### config.mk
export PLATFORM = sky130hd
export DESIGN_NAME = count_arbiter
export DESIGN_NICKNAME = d
export VERILOG_FILES = /design/src/rtl/count_arbiter.sv
export SDC_FILE = /design/constraint.sdc
export NUM_CORES = 1
export LEC_CHECK = 0
export BUFFER_PORTS_ARGS = -buffer_cell sky130_fd_sc_hd__buf_2
export CAP_MARGIN = 40
export CORE_ASPECT_RATIO = 0.7
export CORE_MARGIN = 5
export CORE_UTILIZATION = 40
export DETAILED_ROUTE_END_ITERATION = 8
export MAX_ROUTING_LAYER = met4
export PLACE_DENSITY = 0.69
export SYNTH_ARGS = -nofsm -noshare
export SYNTH_HDL_FRONTEND = slang
export SYNTH_SLANG_ARGS = --single-unit
### constraint.sdc
create_clock -name clk -period 1.9 [get_ports clk]
set_input_delay 0.19 -clock clk [delete_from_list [all_inputs] [get_ports clk]]
set_output_delay 0.19 -clock clk [all_outputs]
set_load 0.01 [all_outputs]
### src/rtl/count_arbiter.sv
// count_arbiter -- two-requester round-robin owner of a shared up-counter.
//
// A requester holds req[i] high for the whole run. The winner's run length
// is latched at grant, the counter runs 1..len, and a one-cycle done pulse
// (with done_id, plus abort if the run was cut short) closes the run.
//
// Ports:
//   clk      clock, all state changes on posedge
//   reset    asynchronous, active-high
//   req      [1:0] per-requester run request
//   len0     [WIDTH-1:0] run length for requester 0 (sampled at grant)
//   len1     [WIDTH-1:0] run length for requester 1 (sampled at grant)
//   pause    freezes the counter while in COUNT (only with COUNT_ARB_PAUSE_EN)
//   grant    [1:0] one-hot current owner, 2'b00 when none
//   count    [WIDTH-1:0] shared counter value
//   busy     high in GRANT and COUNT
//   done     one-cycle pulse at the end of every run
//   done_id  requester the done pulse belongs to
//   abort    high with done when the owner dropped req early
//
// Optional feature macro: COUNT_ARB_PAUSE_EN (adds the pause input).

module count_arbiter #(
    parameter int WIDTH = 8
) (
    input  logic             clk,
    input  logic             reset,
    input  logic [1:0]       req,
    input  logic [WIDTH-1:0] len0,
    input  logic [WIDTH-1:0] len1,
`ifdef COUNT_ARB_PAUSE_EN
    input  logic             pause,
`endif
    output logic [1:0]       grant,
    output logic [WIDTH-1:0] count,
    output logic             busy,
    output logic             done,
    output logic             done_id,
    output logic             abort
);

    typedef enum logic [1:0] {IDLE, GRANT, COUNT, DONE} state_t;

    state_t           state;
    logic             owner;     // latched winner of the current run
    logic             last;      // last-served requester
    logic [WIDTH-1:0] run_len;   // latched length of the current run
    logic             pause_i;
    logic             win;

`ifdef COUNT_ARB_PAUSE_EN
    assign pause_i = pause;
`else
    assign pause_i = 1'b0;
`endif

    // On contention the requester not served last wins; otherwise the single
    // requesting bit decides (req[1] high alone means requester 1).
    always_comb begin
        win = req[1];
        if (req == 2'b11)
            win = ~last;
    end

    always_ff @(posedge clk or posedge reset) begin
        if (reset) begin
            state   <= IDLE;
            owner   <= 1'b0;
            last    <= 1'b1;
            run_len <= '0;
            grant   <= 2'b00;
            count   <= '0;
            busy    <= 1'b0;
            done    <= 1'b0;
            done_id <= 1'b0;
            abort   <= 1'b0;
        end else begin
            case (state)
                IDLE: begin
                    done  <= 1'b0;
                    abort <= 1'b0;
                    if (|req) begin
                        state   <= GRANT;
                        owner   <= win;
                        run_len <= win ? len1 : len0;
                        count   <= '0;
                        grant   <= win ? 2'b10 : 2'b01;
                        busy    <= 1'b1;
                    end
                end

                GRANT: begin
                    if (!req[owner] || run_len == '0) begin
                        // Owner gone (abort) or nothing to count.
                        state   <= DONE;
                        grant   <= 2'b00;
                        busy    <= 1'b0;
                        done    <= 1'b1;
                        done_id <= owner;
                        abort   <= ~req[owner];
                    end else begin
                        state <= COUNT;
                        count <= {{(WIDTH-1){1'b0}}, 1'b1};
                    end
                end

                COUNT: begin
                    // Abort outranks pause; pause outranks completion, so a
                    // paused run sitting at len stays in COUNT.
                    if (!req[owner]) begin
                        state   <= DONE;
                        grant   <= 2'b00;
                        busy    <= 1'b0;
                        done    <= 1'b1;
                        done_id <= owner;
                        abort   <= 1'b1;
                    end else if (!pause_i) begin
                        if (count == run_len) begin
                            state   <= DONE;
                            grant   <= 2'b00;
                            busy    <= 1'b0;
                            done    <= 1'b1;
                            done_id <= owner;
                            abort   <= 1'b0;
                        end else begin
                            // count < run_len here, so this never wraps.
                            count <= count + 1'b1;
                        end
                    end
                end

                DONE: begin
                    state <= IDLE;
                    done  <= 1'b0;
                    abort <= 1'b0;
                    last  <= owner;
                end

                default: state <= IDLE;
            endcase
        end
    end

endmodule

==> metrics.cfg <==
[floorplanning]
core-area_um2 = 3899
die-area_um2 = 5382
pin_count = 34
initial_utilization_pct = 41.01
rows = 19
fp.dieH_um = 62.90
die_x_um = 85.57

[critical_path]
end_kind = register
rr_endpoint = count[1]
reg2reg_slack_ns = 0.08
worst_ep_required_time_ns = 2.06
path_class = register to register
regToRegStartpoint = run_len[0]
critPathArrivalTime_ns = 1.98
start_kind = register
crit_path_max_fanout = 8
r2r_cells = 5

[synth]
synth_top_area_share_pct = 39.12
synth_edf_count = 0
synth_cell_types = 45
synthFlopType = dfrtp_1
yosys-top-cells-area = dfrtp_1, mux2i_1, ha_1, o21ai_0, nand2_1
ys_async_sr_fraction_pct = 100.0
synth_nets = 184
synth_area_um2 = 1599
ys_top_cells_by_count = dfrtp_1, nand2_1, o21ai_0, mux2i_1, inv_1
ys_seq_area_share_pct = 40.77
post_synth.cell_area_avg_um2 = 10.18
ys_warn_count = 0
yosysTopAreaCell = dfrtp_1
yosysMostFrequentCell = dfrtp_1
synth-seq-cells = 26
syn_inst = 157

[timing]
tightestPinTransition_ns = 0.4063
hold_viol = 0
fmax_mhz = 549.7
layout_min_cycle_time_ns = 1.819
max_slew_margin_pct = 72.14
setup_ws_ns = 0.08099
setup_viol = 0
drv_slew = 0
skew_ns = 0.005664
finalCritPeriodShare_pct = 95.74

[finish]
fin_area_um2 = 2086
final_cells = 268
final_core_util_pct = 53.50
syn_to_final_growth_pct = 30.44
diodes = 0
finalNetCount = 244
drive_above_1_share_pct = 39.81

[clocking]
cts_tree = yes
h-tree-depth = 1
cts_buffers = 3
clk_pin_slew_ns = 0.09
clkLatencyLatePin_ns = 0.28
clockBufferDepth = 2
clockRootBuffer = clkbuf_8
cts_sinks = 26

[power_and_ir_drop]
swShare_pct = 39.65
intPower_w = 0.001971
ir_drop_uv = 802.5
p_sw_w = 0.001295
power_frac_comb_pct = 56.8
power_w = 0.003265
p_leak_nw = 1.036
clkPwrFrac_pct = 14.2
p_per_area_nw_per_um2 = 1565
sequentialPowerShare_pct = 29.0

[global_routing]
met2_usage_pct = 23.26
antenna_found_initial = 0
grt_use_met3_pct = 4.348
grt_first_pass_wirelength_um = 6941
grt_max_degree = 27
top_usage_layer = met2
met1_usage_pct = 22.64
overflow = 0
grt_pass1_vias = 1463
track_usage_pct = 16.10

[worst_hold_path]
hp-start = len0[6]
holdPathStages = 3
hold_class = primary input to register
hold_end = run_len[6]

[detailed_routing]
avgViaCountPerCell = 5.250
initialDrtViolationCount = 56
first_pass_iters = 4
vias = 1407
route.detailed.drc = 0
detail-route-antenna-nets = 0
wirelength_um = 3991
routedWlPerCell_um = 14.89

[placed_design]
placedInstanceArea_um2 = 1919
dp_cells = 254
pre_cts_ws_ns = 0.001230
port_buffers = 33
gp_congestion = 0.8182
dp_hpwl_um = 2951

[job]
maxCapViolCount = 0

[status]
outcome = completed

[final cells by class]
cell class | count | area (um2)
Tap cell | 52 | 65.06
Fill cell | 354 | 1813
Inverter | 8 | 30.03
Clock buffer | 3 | 41.29
Timing Repair Buffer | 60 | 370.4
Sequential cell | 26 | 651.9
Clock inverter | 1 | 30.03
Multi-Input combinational cell | 118 | 897.1
[registers in the layout, summed over array words and instances, names as in the netlist]
signal	count
abort	1
busy	1
count	8
done	1
done_id	1
grant	2
last	1
owner	1
run_len	8
state	2
[repair_timing]
| action | in CTS | in global routing |
|---|---|---|
| setup buffers | 5 | 4 |
| pin swaps | 0 | 3 |
| gates resized for setup | 0 | 4 |
| hold buffers | 1 | 0 |
| endpoints found under the setup margin | 2 | 8 |
| hold endpoints to repair | 25 | 0 |
[through the flow]
step / TNS [ns] / hold slack [ns]
4_1_cts: 0 / 0.2034
3_5_place_dp: 0 / 0.2810
6_report: 0 / 0.1999
2_1_floorplan: 0 / 0.2293
5_1_grt: -0.01660 / 0.1997
3_3_place_gp: 0 / 0.2587
[cell usage in the layout, fill, tap and decap left out, types with 2 or more instances in the layout]
cell and n:
buf_2 33, buf_4 26, dfrtp_1 25, nand2_1 18, o21ai_0 15, mux2i_1 11, inv_1 8, xor2_1 6
nand3_1 6, nor2_1 5, mux2_2 5, ha_1 5, and3_1 3, or4_1 3, o211ai_1 3, o22a_1 3
clkbuf_8 3, xnor2_1 2, nor4_1 2, nor2b_1 2, nor4b_1 2, o211ai_2 2, a22o_2 2, ha_2 2
[critical path, stage by stage (launching register included)]
cell,delay (ns)
dfrtp_1,0.42
nor4_1,0.39
a21oi_2,0.16
o21ai_4,0.29
a21o_4,0.14
mux2_1,0.31
[power groups by stage]
stage	clock (W)	sequential (W)	combinational (W)
2_1_floorplan	0	0.000980	0.00110
3_3_place_gp	0	0.000963	0.00158
3_5_place_dp	0	0.000970	0.00163
4_1_cts	0.000474	0.000937	0.00174
5_1_grt	0.000501	0.000984	0.00204
6_report	0.000463	0.000948	0.00185
[routing by layer]
layer,share of wire [%],wire length (um)
met1,50,1990
met2,44,1747
met5,0,0
met3,5.6,224
met4,0.70,28
[logic make-up after synthesis]
logic type	after synthesis	synth area share (%)
AO/OA/AOI/OAI	38	18.39
XOR/XNOR	8	4.382
adder cells (fa/ha/maj)	7	5.477
buffers and inverters	13	4.225
flip-flops	26	40.77
multiplexers	17	11.11
AND/OR/NAND/NOR	48	15.65
[worst max path at each step]
stage                     slack [ns]       end  startpoint  depth (start not counted)
after detailed placement       0.001  count[4]    state[0]                          6
after CTS                       0.03  count[1]  run_len[4]                          5
after floorplan                 0.16  count[1]    count[0]                          5
after global routing           -0.02  count[6]    count[0]                          6
final                           0.08  count[1]  run_len[0]                          5
after global placement          0.07  count[6]    state[0]                          6
(Power assumes the default switching activity.)
